File: src/rtl/synch_down_counter_if.sv
// synch_down_counter_if: control inputs and count/status outputs of the down counter
interface synch_down_counter_if #(parameter int WIDTH = 4);
  logic             load;
  logic [WIDTH-1:0] load_val;
  logic             start;
  logic             pause;
  logic             auto_reload;
  logic [WIDTH-1:0] count;
  logic             tick;
  logic             done;
  logic             zero;
  logic             busy;
  modport master (
    output load, load_val, start, pause, auto_reload,
    input  count, tick, done, zero, busy
  );
  modport slave (
    input  load, load_val, start, pause, auto_reload,
    output count, tick, done, zero, busy
  );
endinterface

File: src/rtl/synch_down_counter.sv
// synch_down_counter: prescaled loadable down counter with pause, one-shot and auto-reload modes
module synch_down_counter #(
  parameter int WIDTH    = 4,
  parameter int PRESCALE = 8388608,
  parameter int PS_W     = 24
) (
  input logic clk,
  input logic reset,
  synch_down_counter_if.slave bus
);
  typedef enum logic [1:0] {IDLE, RUN, PAUSE} state_t;
  localparam logic [PS_W-1:0] PS_MAX = PS_W'(PRESCALE - 1);
  state_t state, state_nx;
  logic [WIDTH-1:0] count_q, count_nx, reload_q, reload_nx, eff;
  logic [PS_W-1:0] ps_q, ps_nx;
  logic tick_q, tick_nx, done_q, done_nx, step, last;
  assign eff  = bus.load ? bus.load_val : count_q;
  assign last = count_q <= WIDTH'(1);
  assign step = state == RUN && !bus.pause && ps_q == PS_MAX;
  always_ff @(posedge clk)
    if (reset) state <= IDLE;
    else state <= state_nx;
  always_comb begin
    state_nx = state;
    case (state)
      IDLE:    if (bus.start && eff != '0) state_nx = RUN;
      RUN:     if (bus.pause) state_nx = PAUSE;
               else if (step && last && !bus.auto_reload) state_nx = IDLE;
      default: if (bus.start && !bus.pause) state_nx = RUN;
    endcase
  end
  always_comb begin
    bus.busy  = state != IDLE;
    bus.count = count_q;
    bus.tick  = tick_q;
    bus.done  = done_q;
    bus.zero  = count_q == '0;
  end
  // A pause at the step phase holds the prescaler there so the pending step is never lost.
  always_comb begin
    count_nx  = count_q;
    reload_nx = reload_q;
    ps_nx     = ps_q;
    tick_nx   = 1'b0;
    done_nx   = 1'b0;
    case (state)
      IDLE: begin
        if (bus.load) begin
          count_nx  = bus.load_val;
          reload_nx = bus.load_val;
        end
        if (bus.start) begin
          ps_nx   = '0;
          done_nx = eff == '0;
        end
      end
      RUN: begin
        if (bus.pause) ps_nx = ps_q == PS_MAX ? ps_q : ps_q + 1'b1;
        else if (step) begin
          ps_nx    = '0;
          tick_nx  = 1'b1;
          done_nx  = last;
          count_nx = !last ? count_q - 1'b1 : bus.auto_reload ? reload_q : '0;
        end else ps_nx = ps_q + 1'b1;
      end
      default: if (bus.load) begin
        count_nx  = bus.load_val;
        reload_nx = bus.load_val;
        ps_nx     = '0;
      end
    endcase
  end
  always_ff @(posedge clk)
    if (reset) begin
      count_q  <= '0;
      reload_q <= '0;
      ps_q     <= '0;
      tick_q   <= 1'b0;
      done_q   <= 1'b0;
    end else begin
      count_q  <= count_nx;
      reload_q <= reload_nx;
      ps_q     <= ps_nx;
      tick_q   <= tick_nx;
      done_q   <= done_nx;
    end
endmodule

File: src/flat_wrapper.sv
// flat-port wrapper written by rule: the top's interface ports become plain ports
module synch_down_counter_flat 
#(
  parameter int WIDTH    = 4,
  parameter int PRESCALE = 8388608,
  parameter int PS_W     = 24
)
  (clk, reset, bus_load, bus_load_val, bus_start, bus_pause, bus_auto_reload, bus_count, bus_tick, bus_done, bus_zero, bus_busy);
  synch_down_counter_if #(.WIDTH(WIDTH)) bus_i ();
  input logic clk;
  input logic reset;
  input wire logic [$bits(bus_i.load)-1:0] bus_load;
  input wire logic [$bits(bus_i.load_val)-1:0] bus_load_val;
  input wire logic [$bits(bus_i.start)-1:0] bus_start;
  input wire logic [$bits(bus_i.pause)-1:0] bus_pause;
  input wire logic [$bits(bus_i.auto_reload)-1:0] bus_auto_reload;
  output wire logic [$bits(bus_i.count)-1:0] bus_count;
  output wire logic [$bits(bus_i.tick)-1:0] bus_tick;
  output wire logic [$bits(bus_i.done)-1:0] bus_done;
  output wire logic [$bits(bus_i.zero)-1:0] bus_zero;
  output wire logic [$bits(bus_i.busy)-1:0] bus_busy;
  assign bus_i.load = bus_load;
  assign bus_i.load_val = bus_load_val;
  assign bus_i.start = bus_start;
  assign bus_i.pause = bus_pause;
  assign bus_i.auto_reload = bus_auto_reload;
  assign bus_count = bus_i.count;
  assign bus_tick = bus_i.tick;
  assign bus_done = bus_i.done;
  assign bus_zero = bus_i.zero;
  assign bus_busy = bus_i.busy;
  synch_down_counter #(.WIDTH(WIDTH), .PRESCALE(PRESCALE), .PS_W(PS_W)) u_core (.clk(clk), .reset(reset), .bus(bus_i));
endmodule
File: config.mk
export PLATFORM = sky130hd
export DESIGN_NAME = synch_down_counter_flat
export DESIGN_NICKNAME = d
export VERILOG_FILES = /design/src/rtl/synch_down_counter_if.sv /design/src/rtl/synch_down_counter.sv /design/src/flat_wrapper.sv
export SDC_FILE = /design/constraint.sdc
export NUM_CORES = 1
export LEC_CHECK = 0
export BUFFER_PORTS_ARGS = -buffer_cell sky130_fd_sc_hd__buf_2
export CORE_UTILIZATION = 58
export CTS_BUF_LIST = sky130_fd_sc_hd__clkbuf_16
export DETAILED_ROUTE_END_ITERATION = 8
export PLACE_DENSITY_LB_ADDON = 0.25
export SETUP_SLACK_MARGIN = 0.2
export SLEW_MARGIN = 15
export SYNTH_ARGS = -nofsm -noshare
export SYNTH_HDL_FRONTEND = slang
export SYNTH_SLANG_ARGS = --single-unit
File: constraint.sdc
create_clock -name clk -period 2.4 [get_ports clk]
set_input_delay 0.48 -clock clk [delete_from_list [all_inputs] [get_ports clk]]
set_output_delay 0.48 -clock clk [all_outputs]
set_load 0.02 [all_outputs]
## After elaboration in Yosys (flattened, before gate mapping)

Index checks and enable logic that the tools add are counted.

- Register bits after elaboration: 36
- Output and inout port bits: 8
- Word-level logic and storage cells: 60

- $add $sub $neg: 2
- $lt $le $gt $ge: 1
- Equal/unequal tests: 8
- Muxes and demuxes: 22
- Bitwise logic cells: 1
- Reductions and logical operators: 20

Operators by type and width:

| kind | count |
|---|---|
| $mux 24 | 5 |
| $pmux 24 s2 | 1 |
| $add 24x1->24 const B | 1 |
| $eq 24x23->1 const B | 1 |
| $mux 4 | 6 |
| $logic_not 4->1 | 2 |
| $mux 2 | 4 |
| $logic_and 1x1->1 | 6 |
| $ne 3x3->1 const B | 2 |
| $reduce_and 3->1 | 2 |
| $reduce_bool 3->1 | 2 |
| $le 4x1->1 const B | 1 |
| $mux 1 | 4 |
| $ne 2x1->1 const B | 2 |
| $ne 2x2->1 const B | 2 |
| $pmux 2 s2 | 1 |
| $reduce_and 2->1 | 2 |
| $reduce_bool 4->1 | 1 |
| $sub 4x1->4 const B | 1 |
| $reduce_or 3->1 | 1 |
| $eq 2x1->1 const B | 1 |
| $logic_not 1->1 | 2 |
| $logic_not 2->1 | 1 |
| $pmux 1 s2 | 1 |
| other kinds (2) | 2 |

## Depth between registers and ports, before layout

- Depth in word-level cells: 8
- Depth in mapped cells: 8

## Worst setup path before layout

OpenSTA, ideal clock, no wires.

- Kind: register -> register
- From: reg u_core.ps_q[0]
- To: reg u_core.ps_q[14]
- Arrival time: 2.028 ns
- Required time: 2.330 ns
- Setup slack: 0.302 ns
- Cell stages (with the launch flop): 7
- Buffers on the path: 0
- Period minus slack after synthesis: 2.098 ns
- Cells stage by stage: dfxtp_1 -> ha_1 -> nand4_4 -> or3_4 -> a211o_1 -> or4b_1 -> a21oi_1

- Word-level cells in the longest chain between the ends: 5
- Elaborated cells on any way between the ends: 9

RTL lines:

| element | RTL line | text |
|---|---|---|
| start, declared | synch_down_counter.sv:15 | `logic [PS_W-1:0] ps_q, ps_nx;` |
| start signal, assigned | synch_down_counter.sv:83 | `ps_q <= ps_nx;` |
| parallel branches: the longest is 5 deep, another holds $add 24x1->24 | n/a |  |

Several ways; the timed one is not identified. The select of a mux whose other input is x is not followed.
A chain may end at the register's enable or synchronous reset.

## Worst setup path in the final report

Ends and elaborated chain as after synthesis.

==> impl_metrics.csv <==
group,metric,value,unit
hold_path,hold_path_startpoint,"u_core.reload_q[1]",
worst_setup_path,r2r_setup_slack,0.28,ns
yosys,synth_fa_ha_area_share,2.553,%
yosys,synth_area_per_cell,8.238,µm²
cells_and_area,fillers,249,
yosys,yosys.area_share.simple,30.63,%
global_routing,grt_pass1_wl,7348,µm
hold_path,hold_depth,2,
global_routing,overflow,0,
cells_and_area,mostFrequentLayoutCell,"dfxtp_1",
worst_setup_path,reg2regPathDepth,6,
sta,setup-violations-final,0,
worst_setup_path,start_kind,"flip-flop",
pwr,power.leakage,0.0008035,µW
yosys,synth-compound-area-share,22.78,%
sta,hold_violations,0,
clock_network,clk_pin_slew,0.05,ns
clock_network,cts-root-buf,"clkbuf_16",
outcome,status,"finished, final reports clean",
yosys,syn_nets,252,
sta,period_share,88.15,%
run,maxCapViolations,0,
detailed_routing,drt_wl_total,4423,µm
yosys,synthesis.instances,238,
hold_path,min_to,"u_core.reload_q[1]",
detailed_routing,route.detailed.drc,0,
floorplan,num_io_pins,18,
placed_design,post_dp_cell_area,2121,µm²
worst_setup_path,crit_path_max_fanout,7,
clock_network,clk_latency,0.28,ns
sta,fin_skew,0.002711,ns
clock_network,cts_max_path_buffers,2,
floorplan,die_area,3617,µm²
detailed_routing,drt.antenna.violating_nets,0,
worst_setup_path,r2r_start,"u_core.ps_q[0]",
global_routing,gr-usage-all-layers,27.33,%
cells_and_area,drive_gt1_share,19.32,%
clock_network,numCtsBuffers,5,
sta,tns,0,ns
placed_design,numPortBuffers,17,
worst_setup_path,path_class,"flip-flop to flip-flop",
worst_setup_path,rr_endpoint,"u_core.ps_q[14]",
sta,final.min_clock_period,2.116,ns
clock_network,cts_tree,"done",
clock_network,h-tree-depth,2,
detailed_routing,wl_per_cell,14.36,µm
floorplan,coreArea,3128,µm²
detailed_routing,via_per_inst,6.192,
yosys,synth.yosys.warnings,0,
global_routing,antenna_found_initial,0,
cells_and_area,final_cell_area,2302,µm²
clock_network,cts-hold-fix-buffers,0,
floorplan,rows,20,
cells_and_area,instances_no_fill,308,
pwr,power_density,650.9,nW/µm²
yosys,synth_top_family_by_area,"simple AND/OR/NAND/NOR gates",
worst_setup_path,crit_path_end_kind,"flip-flop",
yosys,netlist_area,1961,µm²
cells_and_area,multi_input_area,1184,µm²
global_routing,first_global_vias,1624,
placed_design,dp.cells,297,
detailed_routing,vias,1907,
placed_design,place_congestion,0.8256,
yosys,ys_types,50,
sta,slew_viol_final,0,
cells_and_area,areaGrowthSynthToFinish,17.42,%
sta,clock.fmax,472.7,MHz
clock_network,clock-sinks,36,
yosys,netlist.area_leader.share,36.76,%
floorplan,die_height,60.14,µm
cells_and_area,n_antenna_cell,0,
cells_and_area,seqCellArea,720.7,µm²
yosys,synth.area.mux_share,1.021,%
pwr,ir_worst_vdd,0.3894,mV
floorplan,die_w,60.14,µm
yosys,synth_edf_count,0,
yosys,synth_top_area_cell,"dfxtp_1",
sta,relSlewSlack,57.69,%
cells_and_area,layout_common_cells,"36 x dfxtp_1, 33 x a21oi_1, 22 x nand2_1",
floorplan,start_util,62.68,%
sta,rsz0062_at_grt,"true",
yosys,ys_seq_area_share,36.76,%
global_routing,grt_max_degree,25,
detailed_routing,drt-initial-drc-count,127,
sta,worst_pin_slew,0.6298,ns
yosys,synth-xor-area-share,2.234,%
hold_path,min-delay-path-class,"flip-flop to flip-flop",
yosys,yosys-top-cells-area,"dfxtp_1 37%, a21oi_1 8.4%, nand2_1 4.2%",
yosys,ys_seq_elements,36,
cells_and_area,finalNetCount,277,
yosys,async_reset_ff_share,0,%
yosys,ys.flop_type,"dfxtp_1",
worst_setup_path,cp.arrival,2.33,ns
detailed_routing,dr.pass1.iters,4,
placed_design,hpwl,3005,µm
worst_setup_path,cp.required,2.61,ns
[what timing repair did]
| item | 4_1_cts | 5_1_grt |
|---|---|---|
| pin swaps | 1 | 0 |
| setup buffers | 3 | 0 |
| gates resized for setup | 2 | 4 |
| endpoints found under the setup margin | 9 | 9 |
[worst max path at each step]
stage                         startpoint               to
after global routing      u_core.ps_q[5]  u_core.ps_q[23]
after CTS                 u_core.ps_q[0]   u_core.ps_q[6]
after detailed placement  u_core.ps_q[0]  u_core.ps_q[13]
after global placement    u_core.ps_q[0]  u_core.ps_q[14]
after floorplan           u_core.ps_q[0]  u_core.ps_q[14]
final                     u_core.ps_q[0]  u_core.ps_q[14]
[synthesized netlist by cell type, types with 4 or more instances]
cell type and number:
a211oi_1 4, a21oi_1 33, clkbuf_1 4, dfxtp_1 36, ha_1 4, inv_1 11, nand2_1 22, nand3_1 15
nor2_1 12, nor3_1 4, o211ai_1 4, o21ai_0 10, o31ai_1 10, or3_1 6, or3_2 4, or4_1 8
xnor2_1 5
[cells by family after synthesis]
kind of cell / after synthesis
AO/OA/AOI/OAI: 73
XOR/XNOR: 5
adder cells (fa/ha/maj): 4
buffers and inverters: 19
flip-flops: 36
multiplexers: 2
AND/OR/NAND/NOR: 99
[cell type report]
| class | count | share of cell area, % |
|---|---|---|
| clock inverter | 3 | 0.4891 |
| multi-input combinational | 183 | 51.41 |
| inverter | 11 | 1.793 |
| timing repair buffer | 26 | 7.174 |
| clock buffer | 5 | 5.435 |
| tap | 44 | 2.391 |
| sequential | 36 | 31.30 |
[through the flow]
step,worst slack (ns),util [%],hold slack [ns],power (µW)
after floorplan,0.3021,-,0.4312,823.8
after global placement,0.1999,67.80,0.4431,897.3
after detailed placement,0.1497,67.80,0.4493,900.0
after CTS,0.2689,73.16,0.4572,1508
after global routing,0.1730,73.60,0.4759,1558
final,0.2844,73.60,0.4539,1498
[sequential cells by signal, summed over array words and instances, names as in the netlist]
signal	cells
u_core.ps_q	24
u_core.bus.tick	1
u_core.state	2
u_core.bus.count	4
u_core.bus.done	1
u_core.reload_q	4
[worst max-delay path, stage by stage (launching register included)]
cell and delay, ns:
dfxtp_1 0.37, ha_2 0.24, nand4_4 0.10, or3_4 0.41, a211o_1 0.30, or4b_1 0.48
a21oi_1 0.15
[report_power, final]
part | switching (µW) | internal [µW] | leakage (µW) | total (µW)
Combinational | 152 | 95.1 | 0.000438 | 247
Clock | 231 | 373 | 0.0000738 | 604
Sequential | 27.7 | 620 | 0.000292 | 648
Total | 410 | 1090 | 0.000803 | 1500
[routing by layer]
layer  part of all wire (%)  track usage, %
met5                      0               0
met4                    1.4           11.96
met3                    4.7           5.195
met2                     45           41.44
met1                     48           37.40
No activity file was read; power rests on OpenSTA's default activity.
